==> src/rtl/sipo_deser_if.sv <==
// rtl/sipo_deser_if.sv - serial input, parallel output and status bundle for the deserializer
interface sipo_deser_if #(
    parameter int WIDTH = 8
);
    logic             sin;
    logic             sin_vld;
    logic             sof;
    logic [WIDTH-1:0] dout;
    logic             dout_vld;
    logic             dout_rdy;
    logic             busy;
    logic             ovr_err;
    logic             sync_err;
    logic             err_clr;

    modport master (
        output sin, sin_vld, sof, dout_rdy, err_clr,
        input  dout, dout_vld, busy, ovr_err, sync_err
    );

    modport slave (
        input  sin, sin_vld, sof, dout_rdy, err_clr,
        output dout, dout_vld, busy, ovr_err, sync_err
    );
endinterface

==> src/rtl/sipo_deser.sv <==
// rtl/sipo_deser.sv - framed serial-in/parallel-out deserializer with holding register
module sipo_deser #(
    parameter int WIDTH     = 8,
    parameter bit MSB_FIRST = 1'b1
) (
    input  logic       clk_i,
    input  logic       reset_ni,
    sipo_deser_if.slave bus
);
    localparam int CW = $clog2(WIDTH);
    localparam logic [CW-1:0] LAST = CW'(WIDTH - 1);

    typedef enum logic {
        IDLE,
        SHIFT
    } state_t;

    state_t           state_q;
    logic [CW-1:0]    cnt_q;
    logic [WIDTH-1:0] shift_q;
    logic [WIDTH-1:0] dout_q;
    logic             dout_vld_q;
    logic             busy_q;
    logic             ovr_q;
    logic             sync_q;

    logic             start;
    logic             resync;
    logic             complete;
    logic             accept;
    logic [CW-1:0]    bit_idx;
    logic [CW-1:0]    pos;
    logic [WIDTH-1:0] shift_d;
    logic             ovr_d;
    logic             sync_d;

    // shift_d is the shift register with the current bit merged in; on a
    // sof bit the stale partial word is wiped first.
    always_comb begin
        start    = bus.sin_vld && bus.sof;
        resync   = (state_q == SHIFT) && start;
        complete = (state_q == SHIFT) && bus.sin_vld && !bus.sof && (cnt_q == LAST);
        accept   = dout_vld_q && bus.dout_rdy;
        bit_idx  = start ? '0 : cnt_q;
        pos      = MSB_FIRST ? (LAST - bit_idx) : bit_idx;
        shift_d  = start ? '0 : shift_q;
        shift_d[pos] = bus.sin;
        ovr_d    = (complete && dout_vld_q && !bus.dout_rdy) || (ovr_q && !bus.err_clr);
        sync_d   = resync || (sync_q && !bus.err_clr);
    end

    always_ff @(posedge clk_i or negedge reset_ni) begin
        if (!reset_ni) begin
            state_q    <= IDLE;
            cnt_q      <= '0;
            shift_q    <= '0;
            dout_q     <= '0;
            dout_vld_q <= 1'b0;
            busy_q     <= 1'b0;
            ovr_q      <= 1'b0;
            sync_q     <= 1'b0;
        end else begin
            case (state_q)
                IDLE: begin
                    if (start) begin
                        shift_q <= shift_d;
                        cnt_q   <= CW'(1);
                        state_q <= SHIFT;
                        busy_q  <= 1'b1;
                    end
                end
                SHIFT: begin
                    if (bus.sin_vld) begin
                        if (bus.sof) begin
                            shift_q <= shift_d;
                            cnt_q   <= CW'(1);
                        end else if (complete) begin
                            shift_q <= '0;
                            cnt_q   <= '0;
                            state_q <= IDLE;
                            busy_q  <= 1'b0;
                        end else begin
                            shift_q <= shift_d;
                            cnt_q   <= cnt_q + CW'(1);
                        end
                    end
                end
                default: begin
                    state_q <= IDLE;
                    busy_q  <= 1'b0;
                end
            endcase

            // A full holding register that is not being drained drops the
            // new word; dout stays put so the consumer sees a stable value.
            if (complete) begin
                if (!dout_vld_q || bus.dout_rdy) begin
                    dout_q     <= shift_d;
                    dout_vld_q <= 1'b1;
                end
            end else if (accept) begin
                dout_vld_q <= 1'b0;
            end

            ovr_q  <= ovr_d;
            sync_q <= sync_d;
        end
    end

    assign bus.dout     = dout_q;
    assign bus.dout_vld = dout_vld_q;
    assign bus.busy     = busy_q;
    assign bus.ovr_err  = ovr_q;
    assign bus.sync_err = sync_q;
endmodule
==> src/flat_wrapper.sv <==
// flat-port wrapper written by rule: the top's interface ports become plain ports
module sipo_deser_flat 
#(
    parameter int WIDTH     = 8,
    parameter bit MSB_FIRST = 1'b1
)
  (clk_i, reset_ni, bus_sin, bus_sin_vld, bus_sof, bus_dout_rdy, bus_err_clr, bus_dout, bus_dout_vld, bus_busy, bus_ovr_err, bus_sync_err);
  sipo_deser_if #(.WIDTH(WIDTH)) bus_i ();
  input  logic clk_i;
  input  logic reset_ni;
  input wire logic [$bits(bus_i.sin)-1:0] bus_sin;
  input wire logic [$bits(bus_i.sin_vld)-1:0] bus_sin_vld;
  input wire logic [$bits(bus_i.sof)-1:0] bus_sof;
  input wire logic [$bits(bus_i.dout_rdy)-1:0] bus_dout_rdy;
  input wire logic [$bits(bus_i.err_clr)-1:0] bus_err_clr;
  output wire logic [$bits(bus_i.dout)-1:0] bus_dout;
  output wire logic [$bits(bus_i.dout_vld)-1:0] bus_dout_vld;
  output wire logic [$bits(bus_i.busy)-1:0] bus_busy;
  output wire logic [$bits(bus_i.ovr_err)-1:0] bus_ovr_err;
  output wire logic [$bits(bus_i.sync_err)-1:0] bus_sync_err;
  assign bus_i.sin = bus_sin;
  assign bus_i.sin_vld = bus_sin_vld;
  assign bus_i.sof = bus_sof;
  assign bus_i.dout_rdy = bus_dout_rdy;
  assign bus_i.err_clr = bus_err_clr;
  assign bus_dout = bus_i.dout;
  assign bus_dout_vld = bus_i.dout_vld;
  assign bus_busy = bus_i.busy;
  assign bus_ovr_err = bus_i.ovr_err;
  assign bus_sync_err = bus_i.sync_err;
  sipo_deser #(.WIDTH(WIDTH), .MSB_FIRST(MSB_FIRST)) u_core (.clk_i(clk_i), .reset_ni(reset_ni), .bus(bus_i));
endmodule
==> config.mk <==
export PLATFORM = sky130hd
export DESIGN_NAME = sipo_deser_flat
export DESIGN_NICKNAME = d
export VERILOG_FILES = /design/src/rtl/sipo_deser_if.sv /design/src/rtl/sipo_deser.sv /design/src/flat_wrapper.sv
export SDC_FILE = /design/constraint.sdc
export NUM_CORES = 1
export LEC_CHECK = 0
export CAP_MARGIN = 20
export CORE_MARGIN = 2
export CORE_UTILIZATION = 48
export CTS_CLUSTER_SIZE = 28
export DETAILED_ROUTE_END_ITERATION = 7
export GPL_ROUTABILITY_DRIVEN = 1
export PLACE_DENSITY = 0.74
export SLEW_MARGIN = 0
export SYNTH_ARGS = -nofsm -noshare
export SYNTH_HDL_FRONTEND = slang
export SYNTH_SLANG_ARGS = --single-unit
==> constraint.sdc <==
create_clock -name clk_i -period 1.7 [get_ports clk_i]
set_input_delay 0.425 -clock clk_i [delete_from_list [all_inputs] [get_ports clk_i]]
set_output_delay 0.425 -clock clk_i [all_outputs]
set_load 0.005 [all_outputs]
==> results <==
## final timing paths
check / depth (start not counted) / slack (ns) / start / end
worst min register to register: 2 / 0.53 / u_core.bus.sync_err / u_core.bus.sync_err
max in group asynchronous: 2 / 1.01 / reset_ni / u_core.bus.busy
worst max register to register: 6 / 0.09 / u_core.cnt_q[0] / u_core.shift_q[3]
worst min-delay path: 2 / 0.47 / reset_ni / u_core.bus.dout_vld
min in group clk_i: 2 / 0.53 / u_core.bus.sync_err / u_core.bus.sync_err
worst max-delay path: 1 / 0.09 / u_core.bus.busy / bus_busy
## worst register-to-register path, cell delays in order, from the launching register on
cell and delay (ns):
dfrtp_1 0.41, ha_2 0.21, ha_4 0.18, nor4bb_4 0.32, buf_2 0.20, o311ai_1 0.11
o211ai_1 0.11
## layout by cell type (no fill, tap or decap), types with 3 or more instances in the layout
master            n
dfrtp_1          24
nand2_1          18
clkdlybuf4s50_1  18
buf_4            14
o211ai_1         13
a21oi_1          11
mux2i_1           6
a21oi_2           6
nand3_1           5
o21ai_1           5
inv_1             3
nand2b_1          3
nor2b_1           3
nor3b_1           3
clkbuf_4          3
## layer usage
metal | share of wire [%] | vias to the layer above | GRT usage [%] | routed length, um
met2 | 50 | 36 | 30.03 | 1454
met4 | 0 | 0 | 4.319 | 0
met1 | 44 | 567 | 26.20 | 1281
met3 | 5.0 | 0 | 2.041 | 144
met5 | 0 | - | 0 | 0
li1 | - | 558 | - | -
## layout make-up
cell class	instances	area share [%]
Timing Repair Buffer	33	17.21
Clock buffer	4	2.151
Inverter	3	0.6677
Multi-Input combinational cell	100	42.06
Sequential cell	24	35.61
Tap cell	31	2.300
## sequential cells by signal (all words and copies together), names as in the netlist
name                 flops
u_core.bus.busy          1
u_core.state_q           1
u_core.cnt_q             3
u_core.bus.sync_err      1
u_core.bus.dout          8
u_core.bus.dout_vld      1
u_core.shift_q           8
u_core.bus.ovr_err       1
## cell families after synthesis
logic type | Yosys count | synth area share, %
adders and majority gates | 2 | 1.830
buffers and inverters | 16 | 6.404
AOI/OAI and AO/OA | 49 | 25.80
and+or+nand+nor | 43 | 17.66
muxes | 6 | 4.392
DFF | 24 | 43.92
## repair_timing
action	4_1_cts	5_1_grt
resized for setup	0	6
setup endpoints to repair	0	9
buffers inserted	0	0
hold buffers	0	0
## cell usage after synthesis (2+ instances only)
cell,count
a21oi_1,11
a21oi_2,6
a22o_1,2
a31oi_2,2
buf_2,7
buf_6,2
clkbuf_1,2
dfrtp_1,24
ha_1,2
inv_1,3
mux2i_1,6
nand2_1,18
nand2b_1,3
nand3_1,5
nand3b_1,2
nand4b_1,2
nor2b_1,3
nor3b_1,3
o211ai_1,13
o21ai_1,5
o22ai_1,2
## metrics by stage
| step | instance area (um^2) | power, W |
|---|---|---|
| detailed placement | 1615 | 0.001436 |
| floorplan | 1368 | 0.001203 |
| global placement | 1615 | 0.001400 |
| CTS | 1652 | 0.001729 |
| finish | 1687 | 0.001751 |
| global route | 1687 | 0.001877 |
## report_power, final
group          switching, W  internal [W]  total (W)
clock              0.000164      0.000130   0.000294
combinational      0.000365      0.000348   0.000713
sequential        0.0000709      0.000673   0.000744
==> metrics.txt <==
WP buf/inv=1; initial antenna violation count=0; chip height=about 57 um; post-synth cell types=38; area of the multi-input gates=approximately 700 um^2; vias in the first global route=around 1100; H-tree depth=1; RSZ-0062 raised after global routing=no; layout cell share with drive strength beyond 1=between 20% and 30%; register area share after synthesis=between 40 and 50%; Slew headroom=79.24%; Post-synth ARST share=100.0%; leakage=around 0.70 nW; DIE AREA=around 0.0033 mm^2; Post-Syn Instances=140; max-slew violation count=0; row count=19; first-pass GRT wire length=4.878 mm; critical path's largest stage delay=0.50 ns; Yosys top cell by area=dfrtp_1; final core utilization=roughly three fifths; PwrDens=1038 mW/mm^2; CP endpoint kind=output pin; post-layout min period=~1.6 ns; Setup crit start kind=flop; Req. time, crit path=1.27 ns; via count=around 1200; DPL Wire Length=about 2 mm; TritonCTS Sinks=24; Initial Util=50.02%; Avg WL per Cell=14.77 um; Final Hold Viols=0; Initial DRC Count=36; 1st-pass router iterations=4; final worst-path cycle share=94.79%; critical path fanouts, max=3; fmax=~0.62 GHz; final setup vio count=0; Layout fillers=between 200 and 250; Post-synth top flop=dfrtp_1; # DRC=0; IO Pins=19; DR vias/cell=roughly 6.0; GRT Residual Overflow=0; total negative setup slack=0 ns; synthesized area=about 0.0014 mm^2; register area=between 600 and 700 um^2; pre-CTS WS=-0.1290 ns; Worst Skew=between 0.0015 and 0.002 ns; post-synth top area share=a little over two fifths; max-cap violation count=0; CTS root buffer=clkbuf_4; Post-synth EDFFs=0; GR Util All Layers=18.36%; Peak VDD IR=~0.83 mV; Crit Path Class=reg2out; Crit path arrival time=roughly 1.2 ns; fin nets=~170; largest net degree at the start of global routing=25; slowest cell on the critical path=clkdlybuf4s50_1; CTS tree=done; CP cell instances=clkdlybuf4s50_1; largest cells by area after synthesis=dfrtp_1 44%, o211ai_1 7.1%, nand2_1 4.9%; Avg Synthesized Cell Area=about 9.8 um^2; synth-to-layout area growth=23.33%; final wirelength=roughly 2.9 mm; Port-buffer cells=18; # diodes=0; Seq cells post-synth=24; CP delay by family, top=buffers and inverters; placed cell count=190; WHS=around 0.47 ns; Skew-Pair Late Insertion Delay=roughly 0.3 ns; final setup margin=between 0.08 and 0.09 ns; Final GP Congestion=~0.85; Clock Path Buffers=2; CTS buffer count=3; Chip Width=approximately 57 um; worst-margin pin slew=~0.31 ns; Yosys Warn Count=0; syn nets=around 150; Reg clk slew, reported paths=between 0.1 and 0.15 ns; Layout Cells excl Fill=a little under 200; antenna viol nets, final=0; status=finished, final reports clean; Min-Delay Path Class=in2async; core area=approximately 0.0027 mm^2
No activity file was read; power rests on OpenSTA's default activity.
==> RTL change (same flow settings) <==
`MSB_FIRST` is set to 1'b1 in 2 places; all go to 1'b0.
--- a/src/rtl/sipo_deser.sv
+++ b/src/rtl/sipo_deser.sv
@@ -1,7 +1,7 @@
 // rtl/sipo_deser.sv - framed serial-in/parallel-out deserializer with holding register
 module sipo_deser #(
     parameter int WIDTH     = 8,
-    parameter bit MSB_FIRST = 1'b1
+    parameter bit MSB_FIRST = 1'b0
 ) (
     input  logic       clk_i,
     input  logic       reset_ni,
--- a/src/flat_wrapper.sv
+++ b/src/flat_wrapper.sv
@@ -2,7 +2,7 @@
 module sipo_deser_flat 
 #(
     parameter int WIDTH     = 8,
-    parameter bit MSB_FIRST = 1'b1
+    parameter bit MSB_FIRST = 1'b0
 )
   (clk_i, reset_ni, bus_sin, bus_sin_vld, bus_sof, bus_dout_rdy, bus_err_clr, bus_dout, bus_dout_vld, bus_busy, bus_ovr_err, bus_sync_err);
   sipo_deser_if #(.WIDTH(WIDTH)) bus_i ();
Check against the original RTL: not equivalent (a bounded check fails within 10 cycles, from zero or initial values and one cycle with reset_ni low).
==> RTL change against the original RTL <==
  * Synthesized cell count fell by 22%
  * Sequential cell count unchanged
  * Final area shrank 3.0%
  * Synthesized area shrank 4.0%
  * Wire length is 11% lower
  * Setup slack worse by 0.036 ns
  * Utilization increased by 2.6 points
Power is not compared: it rests on default switching activity, and its combinational part moved more than twofold at a synthesized area within 25%.
==> RTL change: results <==
{
  "seq_cells": 24,
  "synth_common_cells": "dfrtp_1 (24), o21ai_0 (10), a22o_1 (9), mux2_2 (9), nand2_1 (9)",
  "wl_met3_um": 108,
  "grt_pass1_wl_mm": 4.48,
  "nClkBuffers": 3,
  "syn_inst": 109,
  "synth_area_leaders": "dfrtp_1 (46%), mux2_2 (7.7%), a22o_1 (6.0%)",
  "hpwlAfterDp_mm": 1.81,
  "multi_input_area_share": 0.404,
  "final_cells": 167,
  "nMultiInputCombCells": 76,
  "clock_cell_area_share": 0.0321,
  "synth-seq-area-share": 0.458,
  "area_share_nonclk_buffers": 0.167,
  "yosysUniqueCellTypes": 34,
  "met3_usage": 0.0346,
  "drive_gt1_frac": 0.299,
  "postCtsResizedCells": 1,
  "gp_congestion": 0.836,
  "yosys.area_share.adder": 0.0191,
  "grt_pass1_vias": 958,
  "nets": 147,
  "crit_family": "adder cells",
  "grt_use_total": 0.178,
  "num_vias": 968,
  "clkLatencyLatePin_ns": 0.32,
  "buffers": 30,
  "wl_mm": 2.57,
  "synth_fp_nets": 118,
  "critPathMaxFanout": 8,
  "synth_compound_area_frac": 0.156,
  "grt_util_met1": 0.257,
  "n_fill_cell": 204,
  "finalClockSkew_ns": 0.00684,
  "critPathRequiredTime_ns": 1.92,
  "status": "complete, no violations",
  "dr_wl_met2_mm": 1.17,
  "worst_slew_pin_slew_ns": 0.452,
  "worst_path_largest_cell_delay_ns": 0.38
}
==> RTL change: per-stage QoR <==
stage | cell area (um^2) | util | setup slack (ns) | total power [mW] | TNS [ns]
after global placement | 1560 | 0.615 | -0.127 | 0.976 | -1.51
after CTS | 1620 | 0.636 | 0.0328 | 1.40 | 0
after global routing | 1640 | 0.643 | 0.00522 | 1.48 | 0
after detailed placement | 1560 | 0.615 | -0.159 | 0.987 | -1.95
final | 1640 | 0.643 | 0.0529 | 1.41 | 0
after floorplan | 1310 | - | 0.153 | 0.872 | 0
==> RTL change: final timing paths <==
kind,slack (ns),start,depth (start not counted),endpoint
worst min-delay path,0.44,reset_ni,2,u_core.bus.dout[3]
worst max-delay path,0.05,u_core.cnt_q[0],5,u_core.bus.dout[7]
worst min register to register,0.51,u_core.shift_q[1],1,u_core.shift_q[1]
min in group clk_i,0.51,u_core.shift_q[1],1,u_core.shift_q[1]
worst max register to register,0.05,u_core.cnt_q[0],5,u_core.bus.dout[7]
max in group asynchronous,1.02,reset_ni,2,u_core.shift_q[1]
